`src/rtl/mp64_mem_arb.sv`:
```
// mp64_mem_arb: shares the memory controller CPU port between the CPU path and two byte-wide DMA engines.
// CPU has priority; a starvation counter forces DMA progress; disk/NIC alternate. Watchdog: MP64_MEM_ARB_WATCHDOG_EN.
module mp64_mem_arb #(
  parameter int unsigned STARVE_LIMIT = 8,
  parameter int unsigned TIMEOUT      = 1024
) (
  input  logic        clk,
  input  logic        rst_n,
  input  logic        cpu_req_i,
  input  logic        cpu_wen_i,
  input  logic [63:0] cpu_addr_i,
  input  logic [63:0] cpu_wdata_i,
  input  logic [1:0]  cpu_size_i,
  output logic [63:0] cpu_rdata_o,
  output logic        cpu_ack_o,
  input  logic        disk_dma_req_i,
  input  logic        disk_dma_wen_i,
  input  logic [63:0] disk_dma_addr_i,
  input  logic [7:0]  disk_dma_wdata_i,
  output logic [7:0]  disk_dma_rdata_o,
  output logic        disk_dma_ack_o,
  input  logic        nic_dma_req_i,
  input  logic        nic_dma_wen_i,
  input  logic [63:0] nic_dma_addr_i,
  input  logic [7:0]  nic_dma_wdata_i,
  output logic [7:0]  nic_dma_rdata_o,
  output logic        nic_dma_ack_o,
  output logic        mem_req_o,
  output logic        mem_wen_o,
  output logic [63:0] mem_addr_o,
  output logic [63:0] mem_wdata_o,
  output logic [1:0]  mem_size_o,
  input  logic [63:0] mem_rdata_i,
  input  logic        mem_ack_i,
  output logic        err_timeout_o
);
  typedef enum logic {IDLE, BUSY} state_e;
  localparam logic [1:0] G_CPU = 2'd0, G_DISK = 2'd1, G_NIC = 2'd2;
  localparam logic [7:0] SLIM = 8'(STARVE_LIMIT);

  if (STARVE_LIMIT < 1 || STARVE_LIMIT > 255 || TIMEOUT < 2 || TIMEOUT > 65535) begin : g_param_chk
    $error("mp64_mem_arb: STARVE_LIMIT or TIMEOUT out of range");
  end

  state_e      state_q, state_d;
  logic [1:0]  gnt_q, gnt_d;
  logic        rr_nic_q, rr_nic_d;
  logic [7:0]  starve_q, starve_d;
  logic [63:0] addr_q, addr_d, wdata_q, wdata_d;
  logic        wen_q, wen_d;
  logic [1:0]  size_q, size_d;
  logic [63:0] cpu_rdata_q, cpu_rdata_d;
  logic [7:0]  disk_rdata_q, disk_rdata_d, nic_rdata_q, nic_rdata_d;
  logic        dma_req, pick_nic, take_dma, start, done, timeout;
  logic [63:0] dma_addr, ret_data;
  logic [7:0]  dma_wdata;
  logic        dma_wen;

  assign dma_req   = disk_dma_req_i | nic_dma_req_i;
  assign pick_nic  = nic_dma_req_i & (~disk_dma_req_i | ~rr_nic_q);
  assign take_dma  = dma_req & ((starve_q == SLIM) | ~cpu_req_i);
  assign start     = (state_q == IDLE) & (cpu_req_i | dma_req);
  assign done      = (state_q == BUSY) & (mem_ack_i | timeout);
  assign ret_data  = timeout ? '1 : mem_rdata_i;
  assign dma_addr  = pick_nic ? nic_dma_addr_i : disk_dma_addr_i;
  assign dma_wdata = pick_nic ? nic_dma_wdata_i : disk_dma_wdata_i;
  assign dma_wen   = pick_nic ? nic_dma_wen_i : disk_dma_wen_i;

`ifdef MP64_MEM_ARB_WATCHDOG_EN
  localparam logic [15:0] WD_LAST = 16'(TIMEOUT - 1);
  logic [15:0] wd_q;
  logic        err_q;
  assign timeout       = (state_q == BUSY) & ~mem_ack_i & (wd_q == WD_LAST);
  assign err_timeout_o = err_q;
  always_ff @(posedge clk or negedge rst_n)
    if (!rst_n) begin
      wd_q  <= '0;
      err_q <= 1'b0;
    end else begin
      wd_q  <= start ? 16'd0 : (state_q == BUSY) ? wd_q + 16'd1 : wd_q;
      err_q <= err_q | timeout;
    end
`else
  assign timeout       = 1'b0;
  assign err_timeout_o = 1'b0;
`endif

  always_ff @(posedge clk or negedge rst_n)
    if (!rst_n) begin
      state_q      <= IDLE;
      gnt_q        <= G_CPU;
      rr_nic_q     <= 1'b1;
      starve_q     <= '0;
      addr_q       <= '0;
      wdata_q      <= '0;
      wen_q        <= 1'b0;
      size_q       <= '0;
      cpu_rdata_q  <= '0;
      disk_rdata_q <= '0;
      nic_rdata_q  <= '0;
    end else begin
      state_q      <= state_d;
      gnt_q        <= gnt_d;
      rr_nic_q     <= rr_nic_d;
      starve_q     <= starve_d;
      addr_q       <= addr_d;
      wdata_q      <= wdata_d;
      wen_q        <= wen_d;
      size_q       <= size_d;
      cpu_rdata_q  <= cpu_rdata_d;
      disk_rdata_q <= disk_rdata_d;
      nic_rdata_q  <= nic_rdata_d;
    end

  always_comb state_d = start ? BUSY : done ? IDLE : state_q;

  // Saturation is implicit: at SLIM with a DMA request pending, a DMA master always wins.
  always_comb begin
    gnt_d        = start ? (take_dma ? (pick_nic ? G_NIC : G_DISK) : G_CPU) : gnt_q;
    rr_nic_d     = (start & take_dma) ? pick_nic : rr_nic_q;
    starve_d     = !start ? starve_q : take_dma ? 8'd0 : starve_q + {7'd0, dma_req};
    addr_d       = !start ? addr_q : take_dma ? dma_addr : cpu_addr_i;
    wdata_d      = !start ? wdata_q : take_dma ? {56'd0, dma_wdata} : cpu_wdata_i;
    wen_d        = !start ? wen_q : take_dma ? dma_wen : cpu_wen_i;
    size_d       = !start ? size_q : take_dma ? 2'b00 : cpu_size_i;
    cpu_rdata_d  = cpu_ack_o ? ret_data : cpu_rdata_q;
    disk_rdata_d = disk_dma_ack_o ? ret_data[7:0] : disk_rdata_q;
    nic_rdata_d  = nic_dma_ack_o ? ret_data[7:0] : nic_rdata_q;
  end

  always_comb begin
    mem_req_o        = state_q == BUSY;
    mem_wen_o        = wen_q;
    mem_addr_o       = addr_q;
    mem_wdata_o      = wdata_q;
    mem_size_o       = size_q;
    cpu_ack_o        = done & (gnt_q == G_CPU);
    disk_dma_ack_o   = done & (gnt_q == G_DISK);
    nic_dma_ack_o    = done & (gnt_q == G_NIC);
    cpu_rdata_o      = cpu_ack_o ? ret_data : cpu_rdata_q;
    disk_dma_rdata_o = disk_dma_ack_o ? ret_data[7:0] : disk_rdata_q;
    nic_dma_rdata_o  = nic_dma_ack_o ? ret_data[7:0] : nic_rdata_q;
  end
endmodule
```
`config.mk`:
```
export PLATFORM = sky130hd
export DESIGN_NAME = mp64_mem_arb
export DESIGN_NICKNAME = d
export VERILOG_FILES = /design/src/rtl/mp64_mem_arb.sv
export SDC_FILE = /design/constraint.sdc
export NUM_CORES = 1
export LEC_CHECK = 0
export ABC_AREA = 1
export CORE_AREA = 2 2 216 218
export CTS_CLUSTER_DIAMETER = 40
export DETAILED_ROUTE_END_ITERATION = 6
export DIE_AREA = 0 0 218 220
export GPL_TIMING_DRIVEN = 0
export SYNTH_ARGS = -nofsm -noshare
export SYNTH_HDL_FRONTEND = slang
export SYNTH_SLANG_ARGS = --single-unit
```
`constraint.sdc`:
```
create_clock -name clk -period 2.95 [get_ports clk]
set_input_delay 0.59 -clock clk [delete_from_list [all_inputs] [get_ports clk]]
set_output_delay 0.59 -clock clk [all_outputs]
set_load 0.05 [all_outputs]
```
==> reports/metrics.yaml <==
clk-insertion-delay-late_ns: 0.54
ys_seq_elements: 223
r2r_slack_ns: 0.70
required_ns: 2.36
io_pins: 563
route.detailed.drc: 0
route.vias.total: 11800
p_total_mw: 21.9
grt_pass1_wl_um: 70200
ctsHoldBuffers: 0
start_util_pct: 23.5
cts_root_buffer: "clkbuf_16"
drtPass1Iterations: 5
grt_pass1_vias: 12000
arrival_ns: 2.27
cap_violations: 0
gp_congestion: 0.952
synth.avg_cell_area_sq_um: 7.39
setup_viol: 0
setup_ws_ns: 0.0910
hold_viol_final: 0
status: "complete, no violations"
viasPerCell: 4.36
dieArea_sq_mm: 0.0480
p_per_area_mw_per_mm2: 1180
crit_fanout: 10
routed_wl_um: 47100
ant_nets: 0
nets: 2410
ys_seq_area_share_pct: 51.9
grt_use_total_pct: 19.2
fin_crit_ns: 2.86
first_iter_violations: 586
core_area_sq_mm: 0.0459
syn_inst: 1456
fin_setup_tns_ns: 0
skew_ns: 0.0232
clock-sinks: 223
n_fill_cell: 4773
wl_per_cell_um: 17.4
cts_max_level: 2
grt_overflow_total: 0
synth_xor_area_share_pct: 0
place_hpwl_um: 37800
path_class: "input pin to primary output"
period_share_pct: 96.9
io_buffer_count: 561
grt_max_degree: 87
clkSlewWorstSetupHoldPaths_ns: 0.05
cts_tree: "yes"
yosysUniqueCellTypes: 21
cts-buffers-inserted: 40
ir_drop_uv: 787
antenna_found_initial: 7
power.leakage_nw: 9.39
syn_nets: 1804
multi_input_area_sq_mm: 0.00421
synthAdderAreaFrac_pct: 0.116
netlist_area_sq_mm: 0.0108
placed_cells: 2626
tightest_slew_ns: 0.653
placed_area_sq_mm: 0.0173
pre_cts_slack_ns: -1.44
hold_path.class: "input pin to asynchronous set/reset pin"
synth_simple_gate_area_share_pct: 32.6
rsz0062_at_grt: "false"
areaGrowthSynthToFinish_pct: 72.5
max_freq_mhz: 350
die_h_um: 220
design_area_sq_mm: 0.0185
synthMuxAreaShare_pct: 0
die_w_um: 218
relSlewSlack_pct: 56.5
drv_slew: 0
start_kind: "input pin"
num_rows: 79
seq_area_sq_mm: 0.00558
cts_max_path_buffers: 3
drive_gt1_share_pct: 12.4
cp-end-kind: "primary output"
ys_warn_count: 0
synth_compound_area_share_pct: 5.10
stdcell_count: 2701
synth_top_family_by_area: "simple AND/OR/NAND/NOR gates"
synth_stat cells:
master    instances  area share (%)
nand2_1         628              22
dfrtp_1         222              52
nand3_1         208             9.7
inv_1           170             5.9
o21ai_0         102             4.7
buf_2            55             2.6
clkbuf_1         26            0.91
nor2_1           19            0.66
buf_4             7            0.49
a21oi_1           3            0.14
buf_6             3            0.31
nand2_2           3            0.17
nor3_1            2           0.093
a22oi_1           1           0.070
conb_1            1           0.035
dfstp_2           1            0.24
ha_1              1            0.12
inv_2             1           0.035
nor3_2            1           0.093
o21ai_2           1           0.081
o22ai_1           1           0.058
power breakdown:
part	switching (mW)	leakage, nW	internal, mW
Combinational	8.50	5.96	3.62
Sequential	0.699	2.78	4.46
Clock	1.66	0.655	3.01
state kept, by name (all words and copies together), names as in the netlist:
register      count
cpu_rdata_q      64
nic_rdata_q       8
starve_q          8
mem_size_o        2
disk_rdata_q      8
gnt_q             2
mem_addr_o       64
mem_req_o         1
rr_nic_q          1
mem_wen_o         1
mem_wdata_o      64
worst max-delay path: stages:
cell and delay [ns]:
clkdlybuf4s50_1 0.49, nand2_2 0.12, nor3_4 0.18, buf_12 0.14, buf_2 0.21, clkdlybuf4s15_1 0.53
path summary, 6_finish.rpt:
kind	from	endpoint	cells past startpoint
worst min register to register	cpu_rdata_q[15]	cpu_rdata_q[15]	2
max in group asynchronous	rst_n	rr_nic_q	3
worst max register to register	rr_nic_q	mem_addr_o[2]	9
min in group clk	cpu_rdata_q[15]	cpu_rdata_q[15]	2
worst max-delay path	mem_ack_i	cpu_ack_o	6
worst min-delay path	rst_n	cpu_rdata_q[50]	1
cell type report:
type	instances	share of cell area, %
multi-input cells	971	22.7
clock inverters	25	1.66
flip-flops and latches	223	30.1
plain buffers	90	2.63
inverters	171	3.46
clock buffers	47	5.65
diodes	2	0.0270
well taps	607	4.09
repair buffers	565	29.7
per-stage QoR:
step	hold WS [ns]	utilization [%]
after floorplan	0.294	-
after global placement	0.450	37.5
after detailed placement	0.455	37.6
after CTS	0.0467	40.3
after global routing	0.0792	40.4
final	0.0482	40.4
kinds of logic (layout without fill, tap and decap cells):
kind of cell / count (synthesis) / count (layout)
and+or+nand+nor: 861 / 861
buffers and inverters: 262 / 898
DFF: 223 / 223
AOI/OAI and AO/OA: 108 / 108
adders and majority gates: 1 / 1
other: 1 / 3
per-layer routing:
layer  vias to the layer above  routed length (um)  share of wire [%]  track usage (%)
li1                       5722                   -                  -                -
met1                      5472               18600                 40             22.3
met2                       489               23000                 49             33.6
met3                        83                3980                8.5             6.17
met4                        10                1340                2.8             5.99
met5                         -                  77               0.16                0
timing repair:
item | 4_1_cts | 5_1_grt
endpoints found under the setup margin | 83 | 76
buffers inserted | 2 | 0
resized for setup | 499 | 32
pin swaps | 2 | 2
cells in the final DEF, fill, tap and decap left out, types with 4 or more instances in the layout:
master	instances
buf_2	77
buf_4	41
buf_6	21
bufinv_16	5
clkbuf_1	23
clkbuf_16	40
clkbuf_4	12
clkdlybuf4s50_1	477
clkinv_2	6
clkinv_4	4
clkinvlp_4	4
dfrtp_1	222
inv_1	168
inv_6	4
nand2_1	627
nand2_2	4
nand3_1	208
nor2_1	19
o21ai_0	78
o21ai_2	21
No activity file was read; power rests on OpenSTA's default activity.
